File: config.mk
export PLATFORM = sky130hd
export DESIGN_NAME = nibble_serial_addsub
export DESIGN_NICKNAME = d
export VERILOG_FILES = /design/src/rtl/nibble_addsub_pkg.sv /design/src/rtl/addsub4.sv /design/src/rtl/nibble_serial_addsub.sv
export SDC_FILE = /design/constraint.sdc
export NUM_CORES = 1
export LEC_CHECK = 0
export CAP_MARGIN = 20
export CORE_UTILIZATION = 35
export CTS_CLUSTER_SIZE = 16
export DETAILED_ROUTE_END_ITERATION = 8
export SYNTH_ARGS = -nofsm -noshare
export SYNTH_HDL_FRONTEND = slang
export SYNTH_SLANG_ARGS = --single-unit
export TNS_END_PERCENT = 5
File: constraint.sdc
create_clock -name clock -period 5.3 [get_ports clock]
set_clock_uncertainty 0.05 [all_clocks]
set_input_delay 0.795 -clock clock [delete_from_list [all_inputs] [get_ports clock]]
set_output_delay 0.795 -clock clock [all_outputs]
set_load 0.05 [all_outputs]
File: src/rtl/nibble_addsub_pkg.sv
// Shared definitions for the nibble-serial adder/subtractor.
//   state_t   : controller states
//   OP_ADD/OP_SUB : values of the operation-select input
//   FLAG_*    : bit positions inside the 4-bit status word
package nibble_addsub_pkg;

    typedef enum logic [1:0] {
        IDLE = 2'd0,
        RUN  = 2'd1,
        FIN  = 2'd2
    } state_t;

    localparam logic OP_ADD = 1'b0;
    localparam logic OP_SUB = 1'b1;

    localparam int FLAG_SIGN  = 3;
    localparam int FLAG_ZERO  = 2;
    localparam int FLAG_OVF   = 1;
    localparam int FLAG_CARRY = 0;

endpackage

File: src/rtl/addsub4.sv
// Combinational 4-bit adder slice reused once per nibble.
// The caller pre-inverts b for subtraction and supplies the carry-in.
//   a, b : 4-bit operands
//   cin  : carry in
//   s    : 4-bit sum
//   c4   : carry out of bit 3
//   ovf  : signed overflow of this nibble, treated as the top nibble
module addsub4 (
    input  logic [3:0] a,
    input  logic [3:0] b,
    input  logic       cin,
    output logic [3:0] s,
    output logic       c4,
    output logic       ovf
);

    always_comb begin
        {c4, s} = {1'b0, a} + {1'b0, b} + {4'b0000, cin};
        ovf     = (~a[3] & ~b[3] & s[3]) | (a[3] & b[3] & ~s[3]);
    end

endmodule

File: src/rtl/nibble_serial_addsub.sv
// Nibble-serial two's complement adder/subtractor.
// One addsub4 slice processes one nibble per cycle, LSB nibble first.
// Ports:
//   clock   : system clock, rising edge
//   reset_n : asynchronous active-low reset
//   start   : begin an operation (sampled only in IDLE)
//   m       : 0 = x + y, 1 = x - y
//   x, y    : operands, 4*NIBBLES bits
//   busy    : operation in progress (RUN or FIN)
//   done    : one-cycle pulse, f and flags valid
//   f       : result register
//   flags   : {sign, zero, overflow, carry/borrow}
//
// state | meaning
// IDLE  | waiting for start, f and flags hold
// RUN   | one nibble added per cycle
// FIN   | result complete, done pulse
module nibble_serial_addsub
    import nibble_addsub_pkg::*;
#(
    parameter int NIBBLES = 4
) (
    input  logic                   clock,
    input  logic                   reset_n,
    input  logic                   start,
    input  logic                   m,
    input  logic [4*NIBBLES-1:0]   x,
    input  logic [4*NIBBLES-1:0]   y,
    output logic                   busy,
    output logic                   done,
    output logic [4*NIBBLES-1:0]   f,
    output logic [3:0]             flags
);

    localparam int W     = 4 * NIBBLES;
    localparam int IDX_W = (NIBBLES > 1) ? $clog2(NIBBLES) : 1;

    state_t             state;
    state_t             state_next;
    logic [IDX_W-1:0]   idx;
    logic               carry;
    logic [W-1:0]       x_reg;
    logic [W-1:0]       y_reg;
    logic               m_reg;

    logic [3:0]         a_nib;
    logic [3:0]         b_nib;
    logic [3:0]         sum;
    logic               c4;
    logic               ovf;
    logic               last;
    logic [W-1:0]       f_next;
    logic [3:0]         flags_next;

    always_comb begin
        a_nib = x_reg[4*idx +: 4];
        b_nib = (m_reg == OP_ADD) ? y_reg[4*idx +: 4] : ~y_reg[4*idx +: 4];
        last  = (idx == IDX_W'(NIBBLES - 1));
    end

    addsub4 u_addsub4 (
        .a   (a_nib),
        .b   (b_nib),
        .cin (carry),
        .s   (sum),
        .c4  (c4),
        .ovf (ovf)
    );

    always_comb begin
        f_next = f;
        for (int i = 0; i < NIBBLES; i++) begin
            if (idx == IDX_W'(i)) begin
                f_next[4*i +: 4] = sum;
            end
        end
    end

    // Status is built from the result as it will stand after the last
    // nibble write, so flags are already valid in the FIN (done) cycle.
    always_comb begin
        flags_next             = 4'b0000;
        flags_next[FLAG_SIGN]  = f_next[W-1];
        flags_next[FLAG_ZERO]  = (f_next == '0);
        flags_next[FLAG_OVF]   = ovf;
        flags_next[FLAG_CARRY] = (m_reg == OP_ADD) ? c4 : ~c4;
    end

    always_ff @(posedge clock or negedge reset_n) begin
        if (!reset_n) begin
            state <= IDLE;
        end else begin
            state <= state_next;
        end
    end

    always_comb begin
        state_next = state;
        busy       = 1'b0;
        done       = 1'b0;
        case (state)
            IDLE: begin
                if (start) begin
                    state_next = RUN;
                end
            end
            RUN: begin
                busy = 1'b1;
                if (last) begin
                    state_next = FIN;
                end
            end
            FIN: begin
                busy       = 1'b1;
                done       = 1'b1;
                state_next = IDLE;
            end
            default: begin
                state_next = IDLE;
            end
        endcase
    end

    always_ff @(posedge clock or negedge reset_n) begin
        if (!reset_n) begin
            idx   <= '0;
            carry <= 1'b0;
            x_reg <= '0;
            y_reg <= '0;
            m_reg <= 1'b0;
            f     <= '0;
            flags <= 4'b0000;
        end else begin
            case (state)
                IDLE: begin
                    if (start) begin
                        x_reg <= x;
                        y_reg <= y;
                        m_reg <= m;
                        carry <= m;   // +1 of the two's complement negate
                        idx   <= '0;
                    end
                end
                RUN: begin
                    f     <= f_next;
                    carry <= c4;
                    if (last) begin
                        idx   <= '0;
                        flags <= flags_next;
                    end else begin
                        idx <= idx + IDX_W'(1);
                    end
                end
                default: begin
                end
            endcase
        end
    end

endmodule

Yosys cells after proc, flatten, opt, wreduce, memory -nomap -nowiden
Index checks and enable logic that the tools add are counted.
- register bits after elaboration: 58
- bits of input ports: 36
- output and inout port bits: 22
- logic and storage cells: 55
- add/sub/neg operators: 3
- equal/unequal tests: 7
- shift operators: 2
- mux-type cells: 16
- bitwise logic cells: 10
- reductions and logical operators: 9
- operators by type and width (kind ; number):
    $shiftx 16x5->4 ; 2
    $mux 4 ; 5
    $logic_not 16->1 ; 1
    $mux 2 ; 4
    $pmux 2 s2 ; 2
    $reduce_and 2->1 ; 4
    $eq 2x2->1 const B ; 3
    $add 4x4->5 ; 1
    $add 5x1->5 ; 1
    $and 1x1->1 ; 4
    $eq 2x1->1 const B ; 2
    $logic_not 2->1 ; 2
    $mux 1 ; 4
    $ne 2x2->1 const B ; 2
    $not 1->1 ; 4
    $not 4->4 ; 1
    $add 2x1->2 const B ; 1
    $pmux 1 s2 ; 1
    $reduce_bool 2->1 ; 1
    $reduce_or 2->1 ; 1
    $or 1x1->1 ; 1

Logic depth before layout (Yosys ltp)
Gate-level depths: netlist (run 1).
- depth after elaboration: 8
- gate-level depth with buffers: 10
- mapped depth without buffers: 8

By module
From an unflattened synthesis (run 1), not the netlist that was laid out.
- cells, all modules: 204
- area, all modules: 2826.5 µm²
- by module, submodules not included (module ; instances ; cells an instance ; area each (µm²) ; sequential area each (µm²)):
    nibble_serial_addsub ; 1 ; 178 ; 2612.5 ; 1451.4
    addsub4 ; 1 ; 26 ; 214.0 ; 0.0

Least setup slack after synthesis (run 1)
OpenSTA, ideal clock, no wires.
- path kind: register to register
- from: register idx[0]
- to: register flags[2]
- library setup time: 0.068 ns
- arrival time: 2.720 ns
- required time: 5.182 ns
- path slack: 2.462 ns
- cell stages (with the launch flop): 10
- buffers on the path: 1
- clock period less this slack: 2.838 ns
- path through: dfrtp_1 -> buf_6 -> mux4_2 -> xor2_1 -> fa_1 -> fa_1 -> xnor2_1 -> nand2_1 -> o211ai_1 -> a32o_1
- longest elaborated chain between the ends: 7
- elaborated cells between the ends (all ways): 16
- classes of those cells: 2 x add/sub; 3 x eq/ne; 2 x shift; 5 x mux; 1 x bitwise; 3 x reduce/logical
- RTL lines (item ; RTL line ; source):
    start: declaration ; nibble_serial_addsub.sv:40 ; logic [IDX_W-1:0] idx;
    start signal: assignment ; nibble_serial_addsub.sv:151 ; idx <= idx + IDX_W'(1);
    $shiftx 16x5->4 ; nibble_serial_addsub.sv:57 ; b_nib = (m_reg == OP_ADD) ? y_reg[4*idx +: 4] : ~y_reg[4*idx +: 4];
    $not 4->4 ; nibble_serial_addsub.sv:57 ;
    $mux 4 ; nibble_serial_addsub.sv:57 ;
    $add 4x4->5 ; addsub4.sv:18 ; {c4, s} = {1'b0, a} + {1'b0, b} + {4'b0000, cin};
    $add 5x1->5 ; addsub4.sv:18 ;
    $mux 4 ; nibble_serial_addsub.sv:73 ; if (idx == IDX_W'(i)) begin
    $logic_not 16->1 ; nibble_serial_addsub.sv:84 ; flags_next[FLAG_ZERO] = (f_next == '0);
    end signal: assignment ; nibble_serial_addsub.sv:149 ; flags <= flags_next;
    end: declaration ; nibble_serial_addsub.sv:32 ; output logic [3:0] flags
Parallel ways exist; a longest one is shown, timed or not.
A chain may end at the register's enable or synchronous reset.

Worst setup path in the final report (run 1)
Ends and elaborated chain as after synthesis.

==> results.cfg, run 1 <==
[detailed_routing]
routed_via_density = 4.70
wl_um = 5130
route.detailed.drc = 0
dr.pass1.iters = 4
num_vias = 1768
drt.antenna.violating_nets = 0
drtIter0Drc = 63
wl_per_cell_um = 13.7

[setup_path]
r2r-end = flags[2]$_DFFE_PN0P_
cp.required_ps = 5520
r2r_cells = 8
worst-path-buf-inv = 0
ff2ff_setup_slack_ps = 1960
cpPeakStageDelay_ps = 740
cp_num_cells = 8
critPathArrivalTime_ps = 3560
critPathCaptureType = flop
crit_start = idx[0]$_DFFE_PN0P_
crit_path_end = flags[2]$_DFFE_PN0P_
critPathMaxFanout = 13
cp-start-kind = flop
critPathTopFamily = adder cells
cpMaxStageDelayCell = dfrtp_1
timing.rr.start = idx[0]$_DFFE_PN0P_
crit_chain = mux4_2 > xor2_1 > fa_1 > fa_1 > xnor2_1 > nand4b_1 > o211ai_1 > a32o_1
cpMostUsedCell = fa_1
worstSetupPathType = flop to flop

[outcome]
status = complete, no violations

[min_path]
hold_path_class = flop to flop

[yosys]
synth-seq-cells = 58
yosysWarnings = 0
synth-simple-area-share_pct = 6.42
synthCells = 210
ys_types = 31
synth_adder_area_share_pct = 6.42
synth.cell_area_mm2 = 0.00277
synthXorXnorAreaFrac_pct = 2.22
synthTopCellsByArea = dfrtp_1, mux2_2, ha_1
syn-mean-instance-area_um2 = 13.2
ys_seq_area_share_pct = 52.5
synth_compound_area_share_pct = 6.38
synth_edf_count = 0
syn_nets = 259
synthArstFlopShare_pct = 100
ys.flop_type = dfrtp_1
synthMuxAreaShare_pct = 23.1
yosysTopAreaCellShare_pct = 52.5
synth_top_family_by_area = multiplexers
yosysTopAreaCell = dfrtp_1

[floorplanning]
coreArea_mm2 = 0.00769
row_count = 32
fp.dieW_um = 90.9
die_y_um = 90.9
dieArea_mm2 = 0.00826
io_pins = 58
initial_utilization_pct = 36.0

[global_route]
grt.overflow.total = 0
met2_usage_pct = 21.3
grt_pass1_vias = 1792
grt_pass1_wl_um = 9000
grt_usage_pct = 14.2
grt_max_degree = 59
grt.busiest_layer = met2
gr-usage-met3_pct = 4.97
use_met1_pct = 19.3
antenna_found_initial = 0

[finish]
nFillCells = 707
final_cell_mix = dfrtp_1, clkdlybuf4s50_1, mux2_2
regArea_mm2 = 0.00145
fin_nets = 319
num_antenna_cells = 0
syn2layout_area_growth_pct = 30.2
multiInputGateArea_mm2 = 0.00123
layout_commonest_cell = dfrtp_1
drive_above_1_share_pct = 23.0
post-route-util_pct = 46.9

[clock_tree]
hold_buffers = 0
htree_levels = 3
clkSlewWorstSetupHoldPaths_ps = 60
cts_tree = built
cts_buffer_depth = 2
clock-sinks = 58
clk-insertion-delay-late_ps = 330
postCtsSetupBuffers = 0
root_buffer = clkbuf_8
cts_resized = 0
numCtsBuffers = 9

[sta]
min_period_over_period_pct = 63.0
finalSetupTns_ps = 0
timing.fmax_mhz = 299
setup_viol = 0
maxSlewHeadroom_pct = 47.9
min_period_ps = 3340
worst_pin_slew_ps = 779
report.final.slew_viol_count = 0
finalHoldViolCount = 0
rsz0062_at_grt = false

[place]
port_buffers = 57
post-dp-hpwl_um = 3600
place.gp.congestion = 0.725

[run]
drv_cap = 0
worst min-delay path by stage:
stage | from | end | slack [ps] | depth (start not counted)
3_3_place_gp | f[15]$_DFFE_PN0P_ | f[15]$_DFFE_PN0P_ | 410 | 2
5_1_grt | x_reg[13]$_DFFE_PN0P_ | x_reg[13]$_DFFE_PN0P_ | 470 | 1
3_5_place_dp | flags[3]$_DFFE_PN0P_ | flags[3]$_DFFE_PN0P_ | 420 | 2
4_1_cts | flags[3]$_DFFE_PN0P_ | flags[3]$_DFFE_PN0P_ | 440 | 2
6_report | flags[3]$_DFFE_PN0P_ | flags[3]$_DFFE_PN0P_ | 430 | 2
2_1_floorplan | x_reg[5]$_DFFE_PN0P_ | x_reg[5]$_DFFE_PN0P_ | 420 | 1
logic make-up after synthesis:
kind of cell	count (synthesis)
adder cells (fa/ha/maj)	13
multiplexers	48
AND/OR/NAND/NOR	37
AO/OA/AOI/OAI	29
flip-flops	58
buffers and inverters	18
XOR/XNOR	7
layout make-up:
type                    count  area share (%)
multi-input cells         134            34.2
inverters                   9           0.938
well taps                 102            3.54
flip-flops and latches     58            40.3
clock inverters             3            1.11
repair buffers             58            15.9
clock buffers              12            4.03
Yosys cell counts, types with 2 or more instances:
library cell,instances
a21oi_1,6
nand3_1,2
ha_1,11
mux4_2,6
buf_2,7
fa_1,2
dfrtp_1,58
mux4_1,2
nor2_1,4
a31oi_1,2
a32o_1,3
nand2b_1,3
nor4_1,4
o21ai_0,13
xor2_1,6
inv_1,9
nand2_1,19
mux2_2,40
worst min-delay path: stages, from the launching register on:
cell and delay [ps]:
dfrtp_1 340, nand2_1 40, o21ai_0 60
metrics by stage:
step | cells | setup slack [ps] | cell area (um^2) | hold slack (ps)
after global placement | 361 | 1990 | 3420 | 412
after CTS | 376 | 1890 | 3600 | 435
after floorplan | 210 | 2460 | 2770 | 420
final | 376 | 1960 | 3600 | 426
after global routing | 376 | 1720 | 3600 | 466
after detailed placement | 361 | 1900 | 3420 | 421
layer usage:
metal / routed length, um / vias up
met5: 0 / -
met4: 57 / 0
met3: 268 / 6
met2: 2340 / 48
met1: 2470 / 839
li1: - / 875
Power of run 1 is left out: the tool's default activity adds up to more than one toggle a clock period on the data nets, which glitch-free logic cannot reach.
==> run 2, diff against run 1 <==
==> constraint.sdc (replaced) <==
create_clock -name clock -period 2.89 [get_ports clock]
set_clock_uncertainty 0.05 [all_clocks]
set_input_delay 0.4335 -clock clock [delete_from_list [all_inputs] [get_ports clock]]
set_output_delay 0.4335 -clock clock [all_outputs]
set_load 0.05 [all_outputs]
==> run 2 against run 1 <==
Compared with the run above: fmax grew 21%; via count grew 2.4%; flip-flop and latch count is the same; highest routed layer unchanged.
==> results.cfg, run 2 (synthesis gave the netlist of run 1 again) <==
[finish]
post-route-util_pct = 47.8
num_antenna_cells = 0
layout_commonest_cell = dfrtp_1
final_cell_mix = dfrtp_1, clkdlybuf4s50_1, mux2_2
drive_above_1_share_pct = 26.7
fin_nets = 326
nFillCells = 714
final_cells = 383
syn2layout_area_growth_pct = 32.7

[global_route]
grt_pass1_vias = 1893
grt_pass1_wl_um = 9380
grt_max_degree = 35
grt.overflow.total = 0
antenna_found_initial = 0
grt_usage_pct = 14.9

[setup_path]
r2r_cells = 8
worst-path-buf-inv = 0
critPathTopFamily = adder cells
ff2ff_setup_slack_ps = 130
cpMaxStageDelayCell = mux4_2
critPathMaxFanout = 4
critPathArrivalTime_ps = 2930
worstSetupPathType = flop to flop
cp_num_cells = 8
crit_chain = mux4_2 > xor2_1 > fa_1 > fa_1 > xnor2_2 > nand4b_1 > o211ai_1 > a32o_1
cpMostUsedCell = fa_1
critPathCaptureType = flop
timing.rr.start = idx[0]$_DFFE_PN0P_
cpPeakStageDelay_ps = 520
r2r-end = flags[2]$_DFFE_PN0P_
cp.required_ps = 3060
cp-start-kind = flop

[detailed_routing]
routed_via_density = 4.73
wl_per_cell_um = 14.0
route.detailed.drc = 0
drt.antenna.violating_nets = 0
num_vias = 1811
wl_um = 5350
drtIter0Drc = 51
dr.pass1.iters = 4

[floorplanning]
die_y_um = 90.9
initial_utilization_pct = 36.0
coreArea_mm2 = 0.00769
io_pins = 58
row_count = 32
fp.dieW_um = 90.9
dieArea_mm2 = 0.00826

[outcome]
status = complete, no violations

[clock_tree]
root_buffer = clkbuf_8
cts_tree = built
numCtsBuffers = 9
clkSlewWorstSetupHoldPaths_ps = 60
clock-sinks = 58
hold_buffers = 0
cts_buffer_depth = 2
htree_levels = 3
clk-insertion-delay-late_ps = 330

[sta]
finalHoldViolCount = 0
min_period_over_period_pct = 95.5
timing.fmax_mhz = 362
finalHoldWorstSlack_ps = 120
min_period_ps = 2760
report.final.slew_viol_count = 0
setup_viol = 0
worst_pin_slew_ps = 796
maxSlewHeadroom_pct = 46.8

[place]
port_buffers = 57
placed_cells = 368
place.gp.congestion = 0.744
post-dp-hpwl_um = 3960

[min_path]
hold_path_class = input pin to asynchronous set/reset pin

[run]
drv_cap = 0
-- run 2: cell count changes in the layout (fill, tap and decap cells not counted), sizes merged --
cell / previous run / this run
buf: 2 / 9
clkbuf: 12 / 13
bufinv: 1 / 0
-- run 2: layer usage --
metal / up-vias / global-route usage [%] / wire [um]
met5: - / 0 / 0
met2: 49 / 22.0 / 2380
met1: 869 / 20.1 / 2620
met4: 0 / 5.56 / 73
met3: 8 / 5.39 / 272
li1: 885 / - / -
-- run 2: final cells by class --
| class | instances | area [um^2] | share of cell area, % |
|---|---|---|---|
| clock buffers | 13 | 179 | 4.87 |
| inverters | 9 | 33.8 | 0.920 |
| repair buffers | 65 | 626 | 17.0 |
| well taps | 102 | 128 | 3.48 |
| multi-input cells | 134 | 1240 | 33.8 |
| flip-flops and latches | 58 | 1450 | 39.6 |
| clock inverters | 2 | 10.0 | 0.273 |
-- run 2: metrics by stage --
stage / setup WS (ps) / cell area [um^2] / setup TNS (ps)
global route: -16.8 / 3670 / -16.8
global placement: 162 / 3470 / 0
CTS: 45.0 / 3660 / 0
floorplan: 51.9 / 2770 / 0
detailed placement: 66.5 / 3470 / 0
finish: 130 / 3670 / 0
-- run 2: what timing repair did --
| action | in CTS | in global routing |
|---|---|---|
| endpoints found under the setup margin | 0 | 2 |
| buffers inserted | 0 | 0 |
| gates resized for setup | 0 | 3 |
-- run 2: worst max path at each step --
| stage | from | to | slack [ps] |
|---|---|---|---|
| finish | idx[0]$_DFFE_PN0P_ | flags[2]$_DFFE_PN0P_ | 130 |
| global route | idx[0]$_DFFE_PN0P_ | flags[2]$_DFFE_PN0P_ | -20 |
| CTS | idx[0]$_DFFE_PN0P_ | flags[0]$_DFFE_PN0P_ | 50 |
| detailed placement | idx[0]$_DFFE_PN0P_ | flags[0]$_DFFE_PN0P_ | 70 |
| global placement | idx[0]$_DFFE_PN0P_ | flags[0]$_DFFE_PN0P_ | 160 |
| floorplan | idx[0]$_DFFE_PN0P_ | flags[2]$_DFFE_PN0P_ | 50 |
Power of run 2 is left out for the same reason.
